--- config.mk ---
export PLATFORM = sky130hd
export DESIGN_NAME = image_sender
export DESIGN_NICKNAME = d
export VERILOG_FILES = /design/src/rtl/image_proto_pkg.sv /design/src/rtl/image_tx_checksum.sv /design/src/rtl/image_sender.sv
export SDC_FILE = /design/constraint.sdc
export NUM_CORES = 1
export LEC_CHECK = 0
export BUFFER_PORTS_ARGS = -buffer_cell sky130_fd_sc_hd__buf_2
export CAP_MARGIN = 5
export CORE_AREA = 2 2 67 69
export DETAILED_ROUTE_END_ITERATION = 10
export DIE_AREA = 0 0 69 71
export HOLD_SLACK_MARGIN = 0.05
export PLACE_DENSITY_LB_ADDON = 0.08
export SYNTH_ARGS = -nofsm -noshare
export SYNTH_HDL_FRONTEND = slang
export SYNTH_SLANG_ARGS = --single-unit
--- constraint.sdc ---
create_clock -name clk -period 2.43 [get_ports clk]
set_clock_uncertainty 0.05 [all_clocks]
set_input_delay 0.486 -clock clk [delete_from_list [all_inputs] [get_ports clk]]
set_output_delay 0.486 -clock clk [all_outputs]
set_load 0.05 [all_outputs]
--- src/rtl/image_proto_pkg.sv ---
// image_proto_pkg: framing constants and sender state encoding shared by the
// image upload path, uart_router and image_sender.
package image_proto_pkg;

  localparam int unsigned IMG_SIZE = 784;

  localparam logic [7:0] IMG_START1 = 8'hAA;
  localparam logic [7:0] IMG_START2 = 8'h55;
  localparam logic [7:0] IMG_END1   = 8'h66;
  localparam logic [7:0] IMG_END2   = 8'hBB;

  typedef enum logic [2:0] {
    ST_IDLE,
    ST_SEND,
    ST_WAIT_ACK,
    ST_WAIT_FREE,
    ST_FINISH
  } sender_state_e;

endpackage

--- src/rtl/image_tx_checksum.sv ---
// image_tx_checksum: byte-wide XOR accumulator with synchronous clear and enable.
// Only compiled when IMAGE_SENDER_CHECKSUM_EN is defined, matching its sole user.
`ifdef IMAGE_SENDER_CHECKSUM_EN
module image_tx_checksum (
  input  logic       clk,
  input  logic       rst_n,
  input  logic       clr_i,
  input  logic       en_i,
  input  logic [7:0] data_i,
  output logic [7:0] sum_o
);

  logic [7:0] sum_q, sum_d;

  always_comb begin
    sum_d = sum_q;
    if (clr_i) begin
      sum_d = '0;
    end else if (en_i) begin
      sum_d = sum_q ^ data_i;
    end
  end

  always_ff @(posedge clk) begin
    if (!rst_n) begin
      sum_q <= '0;
    end else begin
      sum_q <= sum_d;
    end
  end

  assign sum_o = sum_q;

endmodule
`endif

--- src/rtl/image_sender.sv ---
// image_sender: streams AA 55, IMG_SIZE pixel bytes from image RAM, then 66 BB to uart_tx.
// Define IMAGE_SENDER_CHECKSUM_EN to insert an XOR-of-pixels byte before the trailer.
module image_sender
  import image_proto_pkg::*;
#(
  parameter int unsigned IMG_SIZE = image_proto_pkg::IMG_SIZE,
  parameter int unsigned ADDR_W   = 10
) (
  input  logic              clk,
  input  logic              rst_n,
  input  logic              start,
  input  logic              image_valid,
  output logic              rd_en,
  output logic [ADDR_W-1:0] rd_addr,
  input  logic [7:0]        rd_data,
  output logic [7:0]        tx_data,
  output logic              tx_start,
  input  logic              tx_busy,
  output logic              busy,
  output logic              done
);

`ifdef IMAGE_SENDER_CHECKSUM_EN
  localparam int unsigned FRAME_LEN = IMG_SIZE + 5;
`else
  localparam int unsigned FRAME_LEN = IMG_SIZE + 4;
`endif
  localparam int unsigned IDX_W = $clog2(FRAME_LEN);

  localparam logic [IDX_W-1:0] LAST_IDX     = IDX_W'(FRAME_LEN - 1);
  localparam logic [IDX_W-1:0] END1_IDX     = IDX_W'(FRAME_LEN - 2);
  localparam logic [IDX_W-1:0] PIX_LAST_IDX = IDX_W'(IMG_SIZE + 1);
`ifdef IMAGE_SENDER_CHECKSUM_EN
  localparam logic [IDX_W-1:0] CSUM_IDX     = IDX_W'(IMG_SIZE + 2);
`endif

  sender_state_e    state_q, state_d;
  logic [IDX_W-1:0] idx_q, idx_d;
  logic [7:0]       tx_data_q, tx_data_d;
  logic [7:0]       pix_q;
  logic             rd_pend_q;
  logic             rd_issued_q;

  logic [IDX_W-1:0] nidx;
  logic             next_is_pix;
  logic [7:0]       pix_src;
  logic [7:0]       next_byte;

  assign nidx        = idx_q + IDX_W'(1);
  assign next_is_pix = (nidx >= IDX_W'(2)) && (nidx <= PIX_LAST_IDX);

  // A WAIT_FREE that ends on the cycle the prefetch data arrives takes it straight off the RAM port.
  assign pix_src = rd_pend_q ? rd_data : pix_q;

`ifdef IMAGE_SENDER_CHECKSUM_EN
  logic [7:0] csum;

  image_tx_checksum u_checksum (
    .clk   (clk),
    .rst_n (rst_n),
    .clr_i ((state_q == ST_IDLE) && (state_d == ST_SEND)),
    .en_i  (rd_pend_q),
    .data_i(rd_data),
    .sum_o (csum)
  );
`endif

  always_comb begin
    next_byte = IMG_END2;
    if (nidx == IDX_W'(1)) begin
      next_byte = IMG_START2;
    end else if (next_is_pix) begin
      next_byte = pix_src;
`ifdef IMAGE_SENDER_CHECKSUM_EN
    end else if (nidx == CSUM_IDX) begin
      next_byte = csum;
`endif
    end else if (nidx == END1_IDX) begin
      next_byte = IMG_END1;
    end
  end

  always_comb begin
    state_d   = state_q;
    idx_d     = idx_q;
    tx_data_d = tx_data_q;
    case (state_q)
      ST_IDLE: begin
        if (start && image_valid && !tx_busy) begin
          state_d   = ST_SEND;
          idx_d     = '0;
          tx_data_d = IMG_START1;
        end
      end
      ST_SEND:     state_d = ST_WAIT_ACK;
      ST_WAIT_ACK: if (tx_busy) state_d = ST_WAIT_FREE;
      ST_WAIT_FREE: begin
        if (!tx_busy) begin
          if (idx_q == LAST_IDX) begin
            state_d = ST_FINISH;
          end else begin
            state_d   = ST_SEND;
            idx_d     = nidx;
            tx_data_d = next_byte;
          end
        end
      end
      ST_FINISH: state_d = ST_IDLE;
      default:   state_d = ST_IDLE;
    endcase
  end

  assign rd_en    = (state_q == ST_WAIT_ACK) && next_is_pix && !rd_issued_q;
  assign rd_addr  = rd_en ? ADDR_W'(idx_q - IDX_W'(1)) : '0;
  assign tx_start = (state_q == ST_SEND);
  assign tx_data  = tx_data_q;
  assign busy     = (state_q == ST_SEND) || (state_q == ST_WAIT_ACK) || (state_q == ST_WAIT_FREE);
  assign done     = (state_q == ST_FINISH);

  always_ff @(posedge clk) begin
    if (!rst_n) begin
      state_q     <= ST_IDLE;
      idx_q       <= '0;
      tx_data_q   <= '0;
      pix_q       <= '0;
      rd_pend_q   <= 1'b0;
      rd_issued_q <= 1'b0;
    end else begin
      state_q     <= state_d;
      idx_q       <= idx_d;
      tx_data_q   <= tx_data_d;
      rd_pend_q   <= rd_en;
      if (rd_pend_q) begin
        pix_q <= rd_data;
      end
      if (state_q == ST_SEND) begin
        rd_issued_q <= 1'b0;
      end else if (rd_en) begin
        rd_issued_q <= 1'b1;
      end
    end
  end

endmodule
==> Word level (Yosys, flattened, before mapping) <==
Cells that the tools add are included.
{ "op_classes": {"bitwise_logic": 1, "n_mux": 18, "n_reduce_logical": 14, "addsub": 2, "eq_ne": 11, "n_lt_le_gt_ge": 2} }
{ "ops": {"columns": ["cell", "n"], "rows": [
  ["8-bit 2-to-1 mux", 7],
  ["10-bit 2-to-1 mux", 4],
  ["10-bit equality test, second input constant", 2],
  ["10-bit case mux with 2 select lines", 1],
  ["8-bit case mux with 2 select lines", 1],
  ["3-bit 2-to-1 mux", 4],
  ["3-bit case mux with 4 select lines", 1],
  ["10-bit by 1-bit adder with 10-bit output, second input constant", 1],
  ["10-bit by 1-bit equality test with 1-bit output, second input constant", 1],
  ["10-bit by 2-bit >= comparator with 1-bit output, second input constant", 1],
  ["10-bit less-or-equal comparator, second input constant", 1],
  ["10-bit by 1-bit subtractor with 10-bit output, second input constant", 1],
  ["2-bit inequality test, second input constant", 4],
  ["3-bit by 2-bit equality test with 1-bit output, second input constant", 2],
  ["1-bit logical AND", 5],
  ["4-bit AND reduction", 1],
  ["3-bit by 1-bit equality test with 1-bit output, second input constant", 1],
  ["3-bit equality test, second input constant", 1],
  ["3-bit logical NOT", 1],
  ["3-bit AND reduction", 1],
  ["1-bit logical NOT", 2],
  ["1-bit logical OR", 2],
  ["2-bit nonzero test", 1],
  ["2-bit OR reduction", 1],
  ["1-bit NOT", 1]
]} }
{ "totals": {"reg_bits": 31, "out_inout_bits": 22, "input_bits": 13, "word_cells": 54} }

==> Longest topological paths before layout <==
Gate-level depths: netlist of run 1.
{ "logic_depth": {"depth_word": 8, "ltp_mapped": 10, "depth_no_buf": 8} }

==> Least setup slack after synthesis of run 1 <==
Ideal clock, no wire load.
{ "synth_path": {"path_kind": "register to output", "from": "register idx_q[0]", "to": "output port rd_addr[3]", "stages_incl_launch_ff": 10, "path_slack_ns": -0.509, "path_buffers": 2, "required_ns": 1.894, "arrival_time_ns": 2.403, "path_cell_list": "dfxtp_1 -> ha_1 -> buf_4 -> a211oi_1 -> a2bb2oi_1 -> a21o_1 -> o21ai_2 -> nand3_1 -> buf_2 -> nor2_1"} }
{ "synth_via": {"elab_chain_len": 6, "word_cells_on_any_way": 8, "classes_between": "add/sub: 2; order compare: 2; mux: 1; reduce/logical: 3"} }
{ "synth_lines": {"columns": ["element", "line", "rtl"], "rows": [
  ["from (decl)", "image_sender.sv:38", "logic [IDX_W-1:0] idx_q, idx_d;"],
  ["from (signal assigned)", "image_sender.sv:130", "idx_q <= idx_d;"],
  ["10-bit by 1-bit adder with 10-bit output", "image_sender.sv:49", "assign nidx = idx_q + IDX_W'(1);"],
  ["10-bit by 2-bit >= comparator with 1-bit output / 10-bit less-or-equal comparator (equally long branches)", "image_sender.sv:50", "assign next_is_pix = (nidx >= IDX_W'(2)) && (nidx <= PIX_LAST_IDX);"],
  ["1-bit logical AND", "image_sender.sv:50", null],
  ["1-bit logical AND (2 in a row)", "image_sender.sv:113", "assign rd_en = (state_q == ST_WAIT_ACK) && next_is_pix && !rd_issued_q;"],
  ["10-bit 2-to-1 mux (*)", "image_sender.sv:114", "assign rd_addr = rd_en ? ADDR_W'(idx_q - IDX_W'(1)) : '0;"],
  ["to (decl)", "image_sender.sv:14", "output logic [ADDR_W-1:0] rd_addr,"]
]} }
Every way passes the cells marked *; elsewhere a longest branch is shown, timed or not.

==> Final worst setup path of run 1 <==
{ "layout_path": {"from": "register idx_q[1]", "to": "output port rd_addr[2]"} }
Same word-level chain as after synthesis.

==> results.tsv, run 1 <==
metric	value	unit
rsz0062_at_grt	yes	
remaining_drc_errors	0	
hold_class	reg2reg	
reg2regPathDepth	11	
clockRootBuffer	clkbuf_8	
startpoint_type	register	
syn_to_final_growth	52.2	%
syn_area	2010	um^2
hold_end	tx_data[6]$_SDFFE_PN0P_	
ir_worst_vdd	0.628	mV
io-pin-count	35	
synth_area_leaders	dfxtp_1 31%, nor2_1 7.5%, xnor2_1 3.9%	
grt_pass1_vias	2014	
vias	2185	
die_width	69	um
start_util	47.8	%
worstSetupPathType	reg2out	
worstMarginPinSlew	0.744	ns
drv_slew	0	
cap_violations	0	
synthDominantCellAreaShare	30.9	%
fillers	328	
ys_top_cells_by_count	40 x nor2_1, 31 x dfxtp_1, 18 x nand2_1	
port_buffers	34	
hold_viol	0	
synth_edf_count	0	
ant_nets	0	
drt-vias-per-instance	5.57	
synth-seq-cells	31	
clockBufferDepth	2	
drive_gt1_share	44.1	%
worstPathMaxFanout	6	
firstDrtPassIters	4	
arrival	2.28	ns
fmax	356	MHz
worst_hold_path.num_cells	2	
setup_slack	-0.383	ns
post-route-util	72.7	%
r2r-end	tx_data[3]$_SDFFE_PN0P_	
postSynthCellCount	256	
ys_types	58	
num_antenna_cells	0	
wl_per_cell	14.6	um
syn_area_per_cell	7.85	um^2
yosysMostFrequentCell	nor2_1	
drtIter0Drc	135	
powerDensity	524	nW/um^2
fin_crit	2.81	ns
path_clk_slew	0.08	ns
routed_wl	5.71	mm
gr-total-overflow	0	
p_leak	1.32	nW
die_y	71	um
synthArstFlopShare	0	%
grt_antenna_before_repair	0	
dieArea	4900	um^2
ys_warn_count	0	
cp.required	1.89	ns
dpl.hpwl	4.01	mm
std_cell_rows	24	
cts_buffers	5	
relSlewSlack	49.1	%
core-area	4200	um^2
h-tree-depth	2	
ys.flop_type	dfxtp_1	
routabilityCongestion	0.972	
status	complete, but fails checks	
finalSetupViolations	11	
r2r_slack	0.08	ns
cts_tree	yes	
end_kind	output port	
grt_pass1_wl	9.58	mm
hold_buffers	0	
clk_latency	0.29	ns
worstHoldStart	tx_data[6]$_SDFFE_PN0P_	
r2r-start	idx_q[1]$_SDFFE_PN0P_	
grt_max_degree	18	
synth_nets	273	
period_share	116	%
grt_use_total	23.9	%
cts.sinks	31	
seq_area_frac_synth	30.9	%
nNetsFinal	356	
synth.largest_area_cell	dfxtp_1	
total_power	1.60	mW
failed_checks	setup timing	
kinds of logic (layout without fill, tap and decap cells):
group,count (synthesis),after routing,synth area share (%)
adders and majority gates,4,4,2.49
DFF,31,31,30.9
AOI/OAI and AO/OA,64,64,24.2
and+or+nand+nor,108,108,26.9
xor gates and xnor gates,10,10,4.36
muxes,8,8,4.11
buffers and inverters,31,115,7.10
report_power, final:
part / internal (mW) / total, mW / switching [mW]
clock network: 0.258 / 0.474 / 0.216
registers: 0.542 / 0.580 / 0.0376
logic: 0.194 / 0.548 / 0.353
worst max path at each step:
stage | startpoint | end | slack (ns)
6_report | idx_q[1]$_SDFFE_PN0P_ | rd_addr[2] | -0.38
3_3_place_gp | idx_q[1]$_SDFFE_PN0P_ | rd_en | -0.11
5_1_grt | idx_q[1]$_SDFFE_PN0P_ | rd_en | -0.48
2_1_floorplan | idx_q[0]$_SDFFE_PN0P_ | rd_addr[0] | -0.15
3_5_place_dp | idx_q[1]$_SDFFE_PN0P_ | rd_en | -0.16
4_1_cts | idx_q[0]$_SDFFE_PN0P_ | rd_addr[7] | -0.39
layer usage:
layer	GRT usage (%)	share of wire (%)	vias to the layer above
li1	-	-	1081
met1	32.2	45	1021
met2	39.1	47	72
met3	3.56	5.8	11
met4	8.71	1.7	0
met5	0	0	-
stage by stage:
step / TNS (ns) / instance area, um^2 / instances / setup slack [ns] / hold slack, ns
2_1_floorplan: -1.11 / 2200 / 256 / -0.149 / 0.399
3_3_place_gp: -0.716 / 2710 / 374 / -0.106 / 0.398
3_5_place_dp: -1.33 / 2710 / 374 / -0.162 / 0.397
4_1_cts: -4.12 / 2950 / 388 / -0.388 / 0.405
5_1_grt: -4.80 / 3060 / 392 / -0.484 / 0.424
6_report: -3.96 / 3060 / 392 / -0.383 / 0.412
layout make-up:
type                            count  area (um^2)  area share (%)
Tap cell                           52         65.1            2.13
Timing Repair Buffer               97          771            25.2
Inverter                           10         46.3            1.51
Sequential cell                    31          631            20.6
Clock buffer                        7         96.3            3.15
Multi-Input combinational cell    194         1440            47.1
Clock inverter                      1         7.51           0.245
worst max-delay path: stages, from the launching register on:
cell,delay [ns]
dfxtp_4,0.38
inv_4,0.07
ha_4,0.13
or3b_4,0.37
a21oi_2,0.17
a21oi_2,0.08
o21ai_4,0.20
nand3_4,0.14
buf_12,0.18
nor2_4,0.11
buf_8,0.15
sequential cells by signal, summed over array words and instances, names as in the netlist:
register     flops
idx_q           10
pix_q            8
tx_data          8
state_q          3
rd_issued_q      1
rd_pend_q        1
cell usage in the layout, fill, tap and decap left out, types with 3 or more instances in the layout:
cell      netlist  routed
buf_8           0       4
o21ai_0         8       8
xnor2_1         9       9
mux2i_1         6       6
a21oi_1        11       9
buf_4           4      58
nor2_1         40      30
nor3_1         10      10
a31oi_1         5       5
nor2_4          0      10
nand2_1        18      18
inv_1           9       6
nor3b_1         3       3
dfxtp_1        31      27
a21o_1          3       3
buf_2           9      23
a211oi_2        2       3
nand2b_1        3       3
nand3_1         9       7
clkbuf_8        0       7
o21a_1          4       4
and3_1          3       3
buf_6           0      10
repair_timing:
item / in CTS / in global routing
endpoints found under the hold margin: 0 / 0
pin swaps: 12 / 10
gates resized for setup: 25 / 17
endpoints found under the setup margin: 11 / 16
buffers inserted: 5 / 4
gates cloned: 1 / 0
Note: power is estimated with default switching activity, not from simulation.
==> run 2: changes to the inputs <==
Settings changed: ABC_AREA set to 1, SETUP_SLACK_MARGIN set to 0.4.
==> run 2 against run 1 <==
Net effect: the flow still finishes with violations (setup timing); worst hold slack improved by 0.0047 ns; clock power is 16% lower; power increased by 3.0%; die area did not move; clock-buffer cell count stayed put; synthesized cell count rose by 18%; combinational power up 24%; sequential power decreased by 2%; first-iteration DRC count shrank 37%; global-route usage fell by 1.2 points; sequential share of layout area is 1.6 points lower; critical path type unchanged; largest cell class unchanged; largest power group is now combinational logic; highest routed layer unchanged.
==> results.tsv, run 2 <==
metric	value	unit
routabilityCongestion	0.865	
nNetsFinal	421	
stdcell_area	3360	um^2
die_y	71	um
syn_area	2010	um^2
failed_checks	setup timing	
grt_antenna_before_repair	0	
synth_fa_ha_area_share	2.49	%
slowest_delay	0.38	ns
syn_area_per_cell	6.68	um^2
worstPathMaxFanout	5	
clk_latency	0.29	ns
grt_pass1_wl	9.10	mm
core-area	4200	um^2
finalSetupViolations	11	
num_antenna_cells	0	
synth-xor-area-share	1.74	%
cap_violations	0	
seq_area_frac_synth	30.9	%
fin_crit	2.80	ns
grt_max_degree	20	
synth_top_family_by_area	simple AND/OR/NAND/NOR gates	
startpoint_type	register	
synth_edf_count	0	
vias	2278	
path_clk_slew	0.07	ns
synth_compound_area_share	11.1	%
synth.largest_area_cell	dfxtp_1	
synth-seq-cells	31	
reg2regPathDepth	15	
dpl.hpwl	3.90	mm
setup_slack	-0.369	ns
cts_tree	yes	
clockRootBuffer	clkbuf_8	
syn_to_final_growth	67.1	%
synthDominantCellAreaShare	30.9	%
fmax	357	MHz
ys_warn_count	0	
die_width	69	um
period_share	115	%
std_cell_rows	24	
worstMarginPinSlew	0.424	ns
gr-total-overflow	0	
io-pin-count	35	
dieArea	4900	um^2
stdcell_count	457	
hold_viol	0	
most-common-layout-cells	58 x buf_4, 53 x nand2_1, 28 x inv_1, 25 x dfxtp_1, 23 x buf_2	
p_leak	1.61	nW
clockBufferDepth	2	
ant_nets	0	
h-tree-depth	2	
synth_nets	318	
slowest_stage	dfxtp_4	
fillers	283	
worstSetupPathType	reg2out	
ir_worst_vdd	0.648	mV
status	complete, but fails checks	
placed_area	2700	um^2
powerDensity	491	nW/um^2
post-route-util	79.9	%
drive_gt1_share	53.1	%
cp.required	1.89	ns
drt-vias-per-instance	4.98	
start_util	47.8	%
cts.sinks	31	
drtIter0Drc	85	
rsz0062_at_grt	yes	
yosysMostFrequentCell	nand2_1	
drv_slew	0	
port_buffers	34	
hold_class	reg2reg	
grt_use_total	22.8	%
regMostFlops	idx_q	
postSynthCellCount	301	
ys.flop_type	dfxtp_1	
largest_reg_flops	10	
layout_commonest_cell	buf_4	
tns	-3.80	ns
path_cells	ha_4 > nand3_2 > nand2_2 > nand2_4 > buf_6 > nor4_4 > nand3_4 > nand2_4 > inv_4 > nand3_4 > buf_6 > clkinvlp_4 > buf_8	
synthArstFlopShare	0	%
synth_area_leaders	dfxtp_1 31%, nand2_1 14%, inv_1 6.7%	
firstDrtPassIters	5	
arrival	2.26	ns
worst_hold_path.num_cells	2	
routed_wl	6.02	mm
dp.cells	431	
grt_pass1_vias	2115	
cts_buffers	5	
relSlewSlack	71.6	%
end_kind	output port	
synthMuxAreaShare	1.99	%
hold_slack	0.416	ns
ys_types	34	
ys_top_cells_by_count	73 x nand2_1, 36 x inv_1, 31 x dfxtp_1	
yosys.area_share.simple	40.5	%
wl_per_cell	13.2	um
remaining_drc_errors	0	
## run 2: routing by layer
layer | track usage, % | up-vias | wire length (um)
li1 | - | 1171 | -
met1 | 27.2 | 1055 | 2510
met2 | 41.7 | 45 | 3220
met3 | 4.13 | 7 | 221
met4 | 6.54 | 0 | 58
met5 | 0 | - | 0
## run 2: final timing paths
kind                      startpoint                      end  slack [ns]
min reg2reg  tx_data[4]$_SDFFE_PN0P_  tx_data[4]$_SDFFE_PN0P_        0.42
max reg2reg    idx_q[1]$_SDFFE_PN0P_  tx_data[3]$_SDFFE_PN0P_        0.20
min          tx_data[4]$_SDFFE_PN0P_  tx_data[4]$_SDFFE_PN0P_        0.42
max            idx_q[1]$_SDFFE_PN0P_                    rd_en       -0.37
## run 2: layout make-up
class,count,area (um^2),area share [%]
multi-input combinational,218,1530,45.5
tap,52,65.1,1.94
inverter,42,179,5.33
clock inverter,1,5.00,0.149
timing repair buffer,106,866,25.8
clock buffer,7,76.3,2.27
sequential,31,641,19.1
## run 2: per-stage QoR
stage | worst slack (ns) | total power [mW]
global route | -0.526 | 1.71
CTS | -0.342 | 1.49
floorplan | -0.0447 | 0.949
detailed placement | -0.192 | 1.08
global placement | -0.153 | 1.08
finish | -0.369 | 1.65
## run 2: power breakdown
group          switching [mW]  leakage (nW)  total [mW]  internal [mW]
sequential             0.0251         0.255       0.571          0.546
clock                   0.196        0.0422       0.397          0.201
combinational           0.432          1.31       0.682          0.250
total                   0.653          1.61        1.65          0.997
## run 2: cells by family after synthesis
logic type,after synthesis
xor+xnor,4
mux,4
flops,31
buf+inv,52
simple gates,164
fa+ha+maj,4
compound gates,42
## run 2: timing repair
| item | 4_1_cts | 5_1_grt |
|---|---|---|
| hold buffers | 0 | 0 |
| endpoints found under the setup margin | 30 | 31 |
| cloned | 0 | 1 |
| resized for setup | 68 | 51 |
| buffers inserted | 10 | 7 |
| pin swaps | 19 | 20 |
## run 2: critical path, delay by kind of cell (launching register included)
| family | cells | cell delay (ns) |
|---|---|---|
| adders and majority gates | 1 | 0.17 |
| buffers and inverters | 5 | 0.54 |
| DFF | 1 | 0.38 |
| and+or+nand+nor | 7 | 0.91 |
